`src/rtl/pb_cmd_pkg.sv`:
```
// Purpose: shared constants, types and helpers for the panel-board command dispatcher.
//   Sync bytes, opcode codes, reply status codes, dispatcher state enum,
//   opcode decode and reply checksum helpers.
package pb_cmd_pkg;

  localparam int unsigned PAYLOAD_BYTES = 4;
  localparam int unsigned NUM_CMDS      = 5;

  localparam logic [7:0] SYNC_REQ = 8'hA5;
  localparam logic [7:0] SYNC_RSP = 8'h5A;

  localparam logic [3:0] OP_WRITE4 = 4'd1;
  localparam logic [3:0] OP_READ4  = 4'd2;
  localparam logic [3:0] OP_ADC4   = 4'd3;
  localparam logic [3:0] OP_ADC1   = 4'd4;
  localparam logic [3:0] OP_TEST   = 4'd5;

  localparam logic [7:0] STATUS_OK       = 8'h00;
  localparam logic [7:0] STATUS_BAD_CSUM = 8'h01;
  localparam logic [7:0] STATUS_BAD_OP   = 8'h02;
  localparam logic [7:0] STATUS_TIMEOUT  = 8'h03;

  typedef logic [PAYLOAD_BYTES-1:0][7:0] payload_t;

  typedef enum logic [3:0] {
    IDLE          = 4'd0,
    RX_OPCODE     = 4'd1,
    RX_PARAM      = 4'd2,
    RX_CSUM       = 4'd3,
    DISPATCH      = 4'd4,
    WAIT_COMPLETE = 4'd5,
    TX_HDR        = 4'd6,
    TX_STATUS     = 4'd7,
    TX_COUNT      = 4'd8,
    TX_DATA       = 4'd9,
    TX_CSUM       = 4'd10
  } disp_state_e;

  // Opcode is valid when its top two bits are clear and the low nibble names a command.
  function automatic logic opcode_valid(input logic [7:0] op);
    return (op[7:6] == 2'b00) && (op[3:0] >= OP_WRITE4) && (op[3:0] <= OP_TEST);
  endfunction

  // One-hot strobe vector: bit0 write4, bit1 read4, bit2 adc4, bit3 adc1, bit4 test.
  function automatic logic [NUM_CMDS-1:0] opcode_onehot(input logic [7:0] op);
    logic [NUM_CMDS-1:0] v;
    v = '0;
    case (op[3:0])
      OP_WRITE4: v = 5'b00001;
      OP_READ4:  v = 5'b00010;
      OP_ADC4:   v = 5'b00100;
      OP_ADC1:   v = 5'b01000;
      OP_TEST:   v = 5'b10000;
      default:   v = '0;
    endcase
    return v;
  endfunction

  // Reply checksum: status ^ count ^ the first `count` payload bytes.
  function automatic logic [7:0] reply_csum(input logic [7:0] status,
                                            input logic [2:0] count,
                                            input payload_t   data);
    logic [7:0] acc;
    acc = status ^ {5'd0, count};
    for (int i = 0; i < int'(PAYLOAD_BYTES); i++) begin
      if (3'(i) < count) acc = acc ^ data[i];
    end
    return acc;
  endfunction

endpackage

```
`src/rtl/pb_timeout_timer.sv`:
```
// Purpose: restartable down-counter flagging when TIMEOUT_CYCLES cycles have elapsed.
//   i_clock, i_reset_n : clock, async active-low reset
//   i_restart          : reload the counter (elapsed time back to zero)
//   o_expired_c        : high during the last cycle of the window; an event waiting
//                        on it fires on the edge TIMEOUT_CYCLES after the restart edge
module pb_timeout_timer #(
  parameter int unsigned TIMEOUT_CYCLES = 27000
) (
  input  logic i_clock,
  input  logic i_reset_n,
  input  logic i_restart,
  output logic o_expired_c
);

  localparam int unsigned CNT_W = (TIMEOUT_CYCLES > 0) ? $clog2(TIMEOUT_CYCLES + 1) : 1;
  localparam logic [CNT_W-1:0] LOAD_VAL =
    (TIMEOUT_CYCLES > 0) ? CNT_W'(TIMEOUT_CYCLES - 1) : '0;

  logic [CNT_W-1:0] r_count;
  logic [CNT_W-1:0] w_count_nxt;

  // Load on restart, otherwise count down and hold at zero.
  always_comb begin
    w_count_nxt = r_count;
    if (i_restart) begin
      w_count_nxt = LOAD_VAL;
    end else if (r_count != '0) begin
      w_count_nxt = r_count - CNT_W'(1);
    end
  end

  always_ff @(posedge i_clock or negedge i_reset_n) begin
    if (!i_reset_n) begin
      r_count <= '0;
    end else begin
      r_count <= w_count_nxt;
    end
  end

  assign o_expired_c = (r_count == '0);

endmodule

```
`src/rtl/pb_command_dispatcher.sv`:
```
// Purpose: frames request packets from the UART rx byte stream, dispatches them to the
//   panel-board state machines and returns a checksummed reply packet over UART tx.
//   clock, reset               : clock, async active-low reset
//   rx_data/rx_valid           : received byte stream
//   tx_data/tx_valid/tx_ready  : reply byte stream (valid/ready)
//   substate_pb_*_active       : one-hot command strobes (registered)
//   substate_pb_*_complete     : completion inputs from the state machines
//   command_param_data         : P0..P3 of the last dispatched command (P0 in [0])
//   CommandType                : opcode[5:4] of the last dispatched command
//   ResponseBytes/Count        : response payload latched on completion
//   busy                       : high whenever the dispatcher is not IDLE
module pb_command_dispatcher
  import pb_cmd_pkg::*;
#(
  parameter int unsigned CLOCK_FREQUENCY = 27000000,
  parameter int unsigned TIMEOUT_US      = 1000
) (
  input  logic            clock,
  input  logic            reset,
  input  logic [7:0]      rx_data,
  input  logic            rx_valid,
  output logic [7:0]      tx_data,
  output logic            tx_valid,
  input  logic            tx_ready,
  output logic            substate_pb_i_write4_active,
  output logic            substate_pb_read4_active,
  output logic            substate_pb_adc4_active,
  output logic            substate_pb_adc1_active,
  output logic            substate_pb_test_active,
  input  logic            substate_pb_i_write4_complete,
  input  logic            substate_pb_read4_complete,
  input  logic            substate_pb_adc4_complete,
  input  logic            substate_pb_adc1_complete,
  input  logic            substate_pb_test_complete,
  output logic [3:0][7:0] command_param_data,
  output logic [1:0]      CommandType,
  input  logic [3:0][7:0] ResponseBytes,
  input  logic [3:0]      ResponseByteCount,
  output logic            busy
);

  localparam int unsigned TIMEOUT_CYCLES = (CLOCK_FREQUENCY / 1_000_000) * TIMEOUT_US;

  disp_state_e         r_state,     w_state_nxt;
  logic [7:0]          r_opcode,    w_opcode_nxt;
  logic [7:0]          r_rx_csum,   w_rx_csum_nxt;
  logic [1:0]          r_rx_idx,    w_rx_idx_nxt;
  payload_t            r_param_buf, w_param_buf_nxt;
  payload_t            r_params,    w_params_nxt;
  logic [1:0]          r_cmd_type,  w_cmd_type_nxt;
  logic [NUM_CMDS-1:0] r_active,    w_active_nxt;
  payload_t            r_resp,      w_resp_nxt;
  logic [2:0]          r_count,     w_count_nxt;
  logic [7:0]          r_status,    w_status_nxt;
  logic [1:0]          r_tx_idx,    w_tx_idx_nxt;
  logic [7:0]          r_tx_data,   w_tx_data_nxt;
  logic                r_tx_valid,  w_tx_valid_nxt;
  logic                r_busy;

  logic                w_restart;
  logic                w_expired;
  logic                w_tx_accept;
  logic                w_match;
  logic [2:0]          w_resp_count;
  logic [NUM_CMDS-1:0] w_complete;

  pb_timeout_timer #(
    .TIMEOUT_CYCLES (TIMEOUT_CYCLES)
  ) u_timer (
    .i_clock     (clock),
    .i_reset_n   (reset),
    .i_restart   (w_restart),
    .o_expired_c (w_expired)
  );

  assign w_complete = {substate_pb_test_complete, substate_pb_adc1_complete,
                       substate_pb_adc4_complete, substate_pb_read4_complete,
                       substate_pb_i_write4_complete};

  // Only the completion of the command currently strobed counts.
  assign w_match      = |(w_complete & r_active);
  assign w_tx_accept  = r_tx_valid & tx_ready;
  assign w_resp_count = (ResponseByteCount > 4'd4) ? 3'd4 : ResponseByteCount[2:0];

  // Next-state and next-output logic.
  always_comb begin
    w_state_nxt     = r_state;
    w_opcode_nxt    = r_opcode;
    w_rx_csum_nxt   = r_rx_csum;
    w_rx_idx_nxt    = r_rx_idx;
    w_param_buf_nxt = r_param_buf;
    w_params_nxt    = r_params;
    w_cmd_type_nxt  = r_cmd_type;
    w_active_nxt    = r_active;
    w_resp_nxt      = r_resp;
    w_count_nxt     = r_count;
    w_status_nxt    = r_status;
    w_tx_idx_nxt    = r_tx_idx;
    w_tx_data_nxt   = r_tx_data;
    w_tx_valid_nxt  = r_tx_valid;
    w_restart       = 1'b0;

    case (r_state)
      IDLE: begin
        if (rx_valid && (rx_data == SYNC_REQ)) begin
          w_state_nxt = RX_OPCODE;
          w_restart   = 1'b1;
        end
      end

      // An accepted byte wins over a timeout landing on the same edge.
      RX_OPCODE: begin
        if (rx_valid) begin
          w_opcode_nxt  = rx_data;
          w_rx_csum_nxt = rx_data;
          w_rx_idx_nxt  = 2'd0;
          w_restart     = 1'b1;
          w_state_nxt   = RX_PARAM;
        end else if (w_expired) begin
          w_state_nxt = IDLE;
        end
      end

      RX_PARAM: begin
        if (rx_valid) begin
          w_param_buf_nxt[r_rx_idx] = rx_data;
          w_rx_csum_nxt             = r_rx_csum ^ rx_data;
          w_rx_idx_nxt              = r_rx_idx + 2'd1;
          w_restart                 = 1'b1;
          if (r_rx_idx == 2'd3) w_state_nxt = RX_CSUM;
        end else if (w_expired) begin
          w_state_nxt = IDLE;
        end
      end

      // Checksum errors take precedence over opcode errors.
      RX_CSUM: begin
        if (rx_valid) begin
          if (rx_data != r_rx_csum) begin
            w_status_nxt   = STATUS_BAD_CSUM;
            w_count_nxt    = 3'd0;
            w_tx_data_nxt  = SYNC_RSP;
            w_tx_valid_nxt = 1'b1;
            w_state_nxt    = TX_HDR;
          end else if (!opcode_valid(r_opcode)) begin
            w_status_nxt   = STATUS_BAD_OP;
            w_count_nxt    = 3'd0;
            w_tx_data_nxt  = SYNC_RSP;
            w_tx_valid_nxt = 1'b1;
            w_state_nxt    = TX_HDR;
          end else begin
            w_state_nxt = DISPATCH;
          end
        end else if (w_expired) begin
          w_state_nxt = IDLE;
        end
      end

      DISPATCH: begin
        w_params_nxt   = r_param_buf;
        w_cmd_type_nxt = r_opcode[5:4];
        w_active_nxt   = opcode_onehot(r_opcode);
        w_restart      = 1'b1;
        w_state_nxt    = WAIT_COMPLETE;
      end

      WAIT_COMPLETE: begin
        if (w_match) begin
          w_resp_nxt     = ResponseBytes;
          w_count_nxt    = w_resp_count;
          w_status_nxt   = STATUS_OK;
          w_active_nxt   = '0;
          w_tx_data_nxt  = SYNC_RSP;
          w_tx_valid_nxt = 1'b1;
          w_state_nxt    = TX_HDR;
        end else if (w_expired) begin
          w_count_nxt    = 3'd0;
          w_status_nxt   = STATUS_TIMEOUT;
          w_active_nxt   = '0;
          w_tx_data_nxt  = SYNC_RSP;
          w_tx_valid_nxt = 1'b1;
          w_state_nxt    = TX_HDR;
        end
      end

      // Each TX state holds its byte; acceptance loads the next one.
      TX_HDR: begin
        if (w_tx_accept) begin
          w_tx_data_nxt = r_status;
          w_state_nxt   = TX_STATUS;
        end
      end

      TX_STATUS: begin
        if (w_tx_accept) begin
          w_tx_data_nxt = {5'd0, r_count};
          w_state_nxt   = TX_COUNT;
        end
      end

      TX_COUNT: begin
        if (w_tx_accept) begin
          if (r_count == 3'd0) begin
            w_tx_data_nxt = reply_csum(r_status, r_count, r_resp);
            w_state_nxt   = TX_CSUM;
          end else begin
            w_tx_idx_nxt  = 2'd0;
            w_tx_data_nxt = r_resp[0];
            w_state_nxt   = TX_DATA;
          end
        end
      end

      TX_DATA: begin
        if (w_tx_accept) begin
          if ((3'(r_tx_idx) + 3'd1) == r_count) begin
            w_tx_data_nxt = reply_csum(r_status, r_count, r_resp);
            w_state_nxt   = TX_CSUM;
          end else begin
            w_tx_idx_nxt  = r_tx_idx + 2'd1;
            w_tx_data_nxt = r_resp[r_tx_idx + 2'd1];
          end
        end
      end

      TX_CSUM: begin
        if (w_tx_accept) begin
          w_tx_valid_nxt = 1'b0;
          w_state_nxt    = IDLE;
        end
      end

      default: begin
        w_state_nxt    = IDLE;
        w_active_nxt   = '0;
        w_tx_valid_nxt = 1'b0;
      end
    endcase
  end

  // State and output registers.
  always_ff @(posedge clock or negedge reset) begin
    if (!reset) begin
      r_state     <= IDLE;
      r_opcode    <= '0;
      r_rx_csum   <= '0;
      r_rx_idx    <= '0;
      r_param_buf <= '0;
      r_params    <= '0;
      r_cmd_type  <= '0;
      r_active    <= '0;
      r_resp      <= '0;
      r_count     <= '0;
      r_status    <= '0;
      r_tx_idx    <= '0;
      r_tx_data   <= '0;
      r_tx_valid  <= 1'b0;
      r_busy      <= 1'b0;
    end else begin
      r_state     <= w_state_nxt;
      r_opcode    <= w_opcode_nxt;
      r_rx_csum   <= w_rx_csum_nxt;
      r_rx_idx    <= w_rx_idx_nxt;
      r_param_buf <= w_param_buf_nxt;
      r_params    <= w_params_nxt;
      r_cmd_type  <= w_cmd_type_nxt;
      r_active    <= w_active_nxt;
      r_resp      <= w_resp_nxt;
      r_count     <= w_count_nxt;
      r_status    <= w_status_nxt;
      r_tx_idx    <= w_tx_idx_nxt;
      r_tx_data   <= w_tx_data_nxt;
      r_tx_valid  <= w_tx_valid_nxt;
      r_busy      <= (w_state_nxt != IDLE);
    end
  end

  assign tx_data                     = r_tx_data;
  assign tx_valid                    = r_tx_valid;
  assign substate_pb_i_write4_active = r_active[0];
  assign substate_pb_read4_active    = r_active[1];
  assign substate_pb_adc4_active     = r_active[2];
  assign substate_pb_adc1_active     = r_active[3];
  assign substate_pb_test_active     = r_active[4];
  assign command_param_data          = r_params;
  assign CommandType                 = r_cmd_type;
  assign busy                        = r_busy;

endmodule

```
`config.mk`:
```
export PLATFORM = sky130hd
export DESIGN_NAME = pb_command_dispatcher
export DESIGN_NICKNAME = d
export VERILOG_FILES = /design/src/rtl/pb_cmd_pkg.sv /design/src/rtl/pb_timeout_timer.sv /design/src/rtl/pb_command_dispatcher.sv
export SDC_FILE = /design/constraint.sdc
export NUM_CORES = 1
export LEC_CHECK = 0
export BUFFER_PORTS_ARGS = -buffer_cell sky130_fd_sc_hd__buf_2
export CORE_ASPECT_RATIO = 1.1
export CORE_MARGIN = 3
export CORE_UTILIZATION = 27
export CTS_BUF_LIST = sky130_fd_sc_hd__clkbuf_2 sky130_fd_sc_hd__clkbuf_4 sky130_fd_sc_hd__clkbuf_8
export CTS_CLUSTER_SIZE = 12
export DETAILED_ROUTE_END_ITERATION = 7
export PLACE_DENSITY = 0.47
export SLEW_MARGIN = 20
export SYNTH_ARGS = -nofsm -noshare
export SYNTH_HDL_FRONTEND = slang
export SYNTH_SLANG_ARGS = --single-unit
```
`constraint.sdc`:
```
create_clock -name clock -period 4.6 [get_ports clock]
set_input_delay 0.92 -clock clock [delete_from_list [all_inputs] [get_ports clock]]
set_output_delay 0.92 -clock clock [all_outputs]
set_load 0.03 [all_outputs]
```
==> results of run 1 <==
[cell families (layout without fill, tap and decap cells)]
group | count (synthesis) | after routing | share of synthesized area
AND/OR/NAND/NOR | 267 | 267 | 0.156
flip-flops | 157 | 157 | 0.498
AO/OA/AOI/OAI | 122 | 122 | 0.105
multiplexers | 89 | 89 | 0.141
buffers and inverters | 53 | 151 | 0.0310
XOR/XNOR | 48 | 48 | 0.0572
adder cells (fa/ha/maj) | 7 | 7 | 0.0111
[registers in the layout, summed over array words and instances (netlist names)]
register and cells:
r_state 4, r_tx_idx 2, r_count 3, r_param_buf 32, r_resp 32, tx_valid 1
CommandType 2, r_status 2, r_rx_csum 8, r_active 5, r_opcode 8, command_param_data 32
u_timer.r_count 15, r_rx_idx 2, busy 1, tx_data 8
[metal layers]
metal,GRT usage,wire (µm),vias up
li1,-,-,2808
met1,0.176,9320,2838
met2,0.209,9120,115
met3,0.0280,819,8
met4,0.0245,131,0
met5,0,0,-
[path summary, 6_finish.rpt]
path                            startpoint                     end  slack [ps]  cells after the start
setup / recovery                r_state[1]                    busy        1660                      6
hold / removal             r_param_buf[13]  command_param_data[13]         460                      2
setup reg to reg                r_state[1]                    busy        1660                      6
hold reg to reg            r_param_buf[13]  command_param_data[13]         460                      2
max in group asynchronous            reset              r_resp[11]        3210                      2
min in group asynchronous            reset  command_param_data[19]         520                      1
[worst max-delay path: cells and delay by family (launching register included)]
kind	cells	cell delay, ps
simple gates	6	1790
flops	1	1010
[layout by cell type, fill, tap and decap left out, types with 10 or more instances in the layout]
| cell | count |
|---|---|
| a211oi_1 | 10 |
| a21oi_1 | 23 |
| a22oi_1 | 14 |
| buf_2 | 100 |
| clkbuf_8 | 17 |
| dfrtp_1 | 157 |
| inv_1 | 11 |
| mux2_2 | 75 |
| nand2_1 | 137 |
| nand3_1 | 19 |
| nor2_1 | 44 |
| nor3_1 | 13 |
| o21ai_0 | 23 |
| xnor2_1 | 22 |
| xor2_1 | 22 |
[report_power, final]
part	switching [mW]	internal, mW
Sequential	0.0509	1.42
Combinational	0.111	0.0886
Clock	0.632	0.466
Total	0.793	1.98
[layout make-up]
class	count	area share
inverters	11	0.00451
flip-flops and latches	157	0.429
clock buffers	17	0.0256
clock inverters	15	0.0211
repair buffers	108	0.0630
multi-input cells	533	0.407
well taps	363	0.0496
[cells in the mapped netlist, types with 4 or more instances]
library cell	number	share of area
xnor2_2	4	0.0083
a211oi_1	10	0.0095
ha_1	7	0.011
xor2_1	22	0.024
nand3_1	19	0.012
a22o_1	4	0.0044
o211ai_1	7	0.0067
and3_1	7	0.0056
a32o_1	6	0.0076
nand2_1	137	0.065
a22oi_1	14	0.013
nor3_1	14	0.0089
inv_1	11	0.0052
o21ai_0	23	0.015
nor2b_1	8	0.0064
buf_2	12	0.0076
a31oi_1	7	0.0056
nor2_1	44	0.021
xnor2_1	22	0.024
o221ai_1	5	0.0056
mux2_2	75	0.11
nand4_1	6	0.0048
nand2b_1	7	0.0056
a21oi_1	23	0.015
mux4_1	7	0.023
dfrtp_1	157	0.50
mux2i_1	5	0.0064
clkbuf_1	22	0.010
nand3b_1	4	0.0038
[metrics by stage]
| step | hold WS [ps] | utilization | total power [mW] | setup slack, ps | instance area, µm² |
|---|---|---|---|---|---|
| 6_report | 461 | 0.324 | 2.77 | 1660 | 9150 |
| 5_1_grt | 492 | 0.324 | 2.92 | 1470 | 9150 |
| 4_1_cts | 461 | 0.324 | 2.82 | 1610 | 9150 |
| 3_5_place_dp | 448 | 0.309 | 1.71 | 1560 | 8720 |
| 3_3_place_gp | 445 | 0.309 | 1.71 | 1570 | 8720 |
| 2_1_floorplan | 433 | - | 1.62 | 1900 | 7880 |
==> flow_summary.json, run 1 <==
{
  "cts_made_buffers": 17,
  "grt_max_degree": 90,
  "num_rows": 64,
  "synth-seq-cells": 157,
  "path_class": "register to register",
  "hold_path.class": "register to register",
  "crit_required_ps": 4920,
  "rsz0062_at_grt": "false",
  "die-area_um2": 31300,
  "skew_ps": 18.4,
  "firstDrtPassIters": 6,
  "cts_tree": "done",
  "final_max_slew_viol_count": 0,
  "drive_gt1_frac": 0.273,
  "syn_to_final_growth_pct": 16.1,
  "slowest_stage": "dfrtp_1",
  "seq_area_frac_synth": 0.498,
  "endpoint_kind": "register",
  "setup_viol": 0,
  "ctsLongestPathBuffers": 2,
  "dpl.cell_count": 1172,
  "cts_hold_buf": 0,
  "yosysWarningCount": 0,
  "outcome": "complete, no violations",
  "dominantRegCellSynth": "dfrtp_1",
  "multi_input_area_um2": 3720,
  "ctsHtreeMaxLevel": 4,
  "path_max_fanout": 30,
  "grt_pass1_vias": 5760,
  "start_util": 0.279,
  "dr.first_iter.drc_count": 329,
  "ioPinCount": 102,
  "vias": 5769,
  "grt_pass1_wl_um": 32100,
  "min_period_ps": 2940,
  "min_period_over_period": 0.639,
  "leakagePower_nw": 4.43,
  "syn_nets": 803,
  "synth_area_um2": 7880,
  "cts_setup_buffers": 0,
  "register_area_um2": 3930,
  "synth_edf_count": 0,
  "place.gp.congestion": 0.779,
  "nets": 888,
  "maxCapViolations": 0,
  "synth.distinct_cells": 63,
  "viasPerCell": 4.79,
  "critical_path_arrival_ps": 3260,
  "die_w_um": 169,
  "powerDensity_nw_per_um2": 303,
  "dp_hpwl_um": 13400,
  "numPortBuffers": 101,
  "die_h_um": 185,
  "clk_pin_slew_ps": 100,
  "ir_drop_mv": 0.178,
  "avgSynthCellArea_um2": 10.6,
  "antenna_found_initial": 0,
  "fill_cells": 2935,
  "max-slew-margin-rel": 0.335,
  "cts-resized-gates": 0,
  "synthCells": 743,
  "setup_tns_ps": 0,
  "max_freq_ghz": 0.340,
  "start_kind": "register",
  "antennaDiodeCount": 0,
  "clock-sinks": 157,
  "clk-insertion-delay-late_ps": 450,
  "routed_wl_um": 19400,
  "hold_viol_final": 0,
  "async_flop_share": 1.00,
  "cp_slowest_stage_delay_ps": 1010,
  "cts_root_buffer": "clkbuf_8",
  "gr-usage-all-layers": 0.128,
  "crit_chain": "and2_1, nand2_1, nor4_1, nor4b_1, or4b_4, or4_1",
  "layout.cells.non_filler": 1204,
  "worst-slew-pin-transition_ps": 997,
  "drcViolationCount": 0,
  "overflow": 0,
  "post_drt_wl_per_cell_um": 16.1,
  "ant_nets": 0,
  "core_um2": 28300
}
Note: power is estimated with default switching activity, not from simulation.
==> inputs of run 2 (changes only) <==
PLACE_DENSITY = 0.49   (was 0.47)
clock period = 2.7 ns   (was 4.6 ns; I/O delays follow)
==> flow_summary.json, run 2 (synthesized netlist as in run 1, its figures left out) <==
{
  "cts_made_buffers": 17,
  "path_class": "register to register",
  "hold_path.class": "input port to register",
  "grt_pass1_vias": 5903,
  "crit_required_ps": 3030,
  "die_w_um": 169,
  "drive_gt1_frac": 0.297,
  "r2r_start": "r_rx_csum[6]",
  "start_kind": "register",
  "clock_power_share": 0.410,
  "numPortBuffers": 101,
  "min_period_ps": 2350,
  "rsz0062_at_grt": "false",
  "ioPinCount": 102,
  "clock-sinks": 157,
  "grt_max_degree": 50,
  "post_drt_wl_per_cell_um": 16.1,
  "antennaDiodeCount": 0,
  "power_frac_comb": 0.075,
  "dpl_cell_area_um2": 8940,
  "ctsHtreeMaxLevel": 4,
  "powerDensity_nw_per_um2": 518,
  "worst_hold_path.endpoint": "r_resp[6]",
  "final_core_util": 0.333,
  "worst_hold_startpoint": "ResponseBytes[6]",
  "drcViolationCount": 0,
  "vias": 5864,
  "critical_path_arrival_ps": 2680,
  "r2r.worst_path.cells": 6,
  "ant_nets": 0,
  "clk_pin_slew_ps": 110,
  "core_um2": 28300,
  "seqPwrFrac": 0.515,
  "reg2reg_to": "busy",
  "ir_drop_mv": 0.227,
  "worstHoldPathCells": 2,
  "max-slew-margin-rel": 0.298,
  "leakagePower_nw": 4.59,
  "firstDrtPassIters": 5,
  "place.gp.congestion": 0.837,
  "cts_tree": "done",
  "min_period_over_period": 0.872,
  "antenna_found_initial": 0,
  "ctsLongestPathBuffers": 2,
  "skew_ps": 21.6,
  "viasPerCell": 4.75,
  "setup_tns_ps": 0,
  "outcome": "complete, no violations",
  "dp_hpwl_um": 14200,
  "die-area_um2": 31300,
  "overflow": 0,
  "syn_to_final_growth_pct": 19.3,
  "final_max_slew_viol_count": 0,
  "grt_pass1_wl_um": 32800,
  "p_int_mw": 3.48,
  "dr.first_iter.drc_count": 357,
  "clk-insertion-delay-late_ps": 470,
  "die_h_um": 185,
  "netSwitchingFraction": 0.285,
  "max_freq_ghz": 0.425,
  "reg2reg_slack_ps": 350,
  "layout_commonest_cell": "dfrtp_1",
  "endpoint_kind": "register",
  "hold_viol_final": 0,
  "layout_common_cells": "157 x dfrtp_1, 137 x nand2_1, 100 x buf_2",
  "num_rows": 64,
  "cp-startpoint": "r_rx_csum[6]",
  "gr-usage-all-layers": 0.131,
  "stdcell_area_um2": 9410,
  "worst-slew-pin-transition_ps": 1040,
  "nets": 918,
  "start_util": 0.279,
  "routed_wl_um": 19900,
  "setup_viol": 0,
  "path_max_fanout": 5,
  "cts_root_buffer": "clkbuf_8",
  "power.switching_mw": 1.39,
  "power.total_mw": 4.87,
  "maxCapViolations": 0
}
run 2: cell types whose count changed in the layout (fill, tap and decap cells not counted), sizes merged:
cell	delta
buf	+29
bufinv	+1
clkinvlp	-1
dlygate4sd3	+1
run 2: final cells by class:
class	instances	area, µm²
clock buffers	17	234
clock inverters	15	221
fillers	2924	18900
inverters	11	41.3
multi-input cells	533	3720
flip-flops and latches	157	3930
well taps	363	454
repair buffers	138	805
run 2: routing by layer:
layer | up-vias | wire, µm | track usage
met3 | 17 | 801 | 0.0265
li1 | 2877 | - | -
met4 | 0 | 306 | 0.0416
met2 | 115 | 9200 | 0.208
met1 | 2855 | 9620 | 0.182
met5 | - | 0 | 0
run 2: how the worst max path moves through the flow:
stage | slack [ps] | cells past startpoint | end
floorplan | 260 | 9 | busy
global placement | 160 | 7 | busy
detailed placement | 110 | 7 | busy
CTS | 340 | 6 | busy
global route | 200 | 6 | busy
finish | 350 | 6 | busy
run 2: worst max-delay path, stage by stage, from the launching register on:
cell and delay, ps:
dfrtp_1 440, xnor2_1 180, nand4_1 270, nor4_1 320, nor4b_1 100, or4b_4 500, or4_1 400
run 2: power by group through the flow:
stage,Clock [mW],Combinational (mW),Sequential (mW)
3_3_place_gp,0,0.369,2.55
6_report,2.00,0.365,2.51
5_1_grt,2.18,0.423,2.53
3_5_place_dp,0,0.369,2.56
4_1_cts,2.07,0.375,2.51
2_1_floorplan,0,0.218,2.54
run 2: timing repair:
item                      CTS  global route
hold endpoints to repair   21             0
resized for setup           0             0
hold buffers                1             0
setup buffers               0             0
run 2: stage by stage:
stage | hold WS (ps) | cells | setup WS (ps)
final | 300 | 1234 | 346
after CTS | 265 | 1234 | 336
after global placement | 448 | 1201 | 158
after floorplan | 244 | 743 | 258
after global routing | 266 | 1234 | 203
after detailed placement | 448 | 1201 | 109
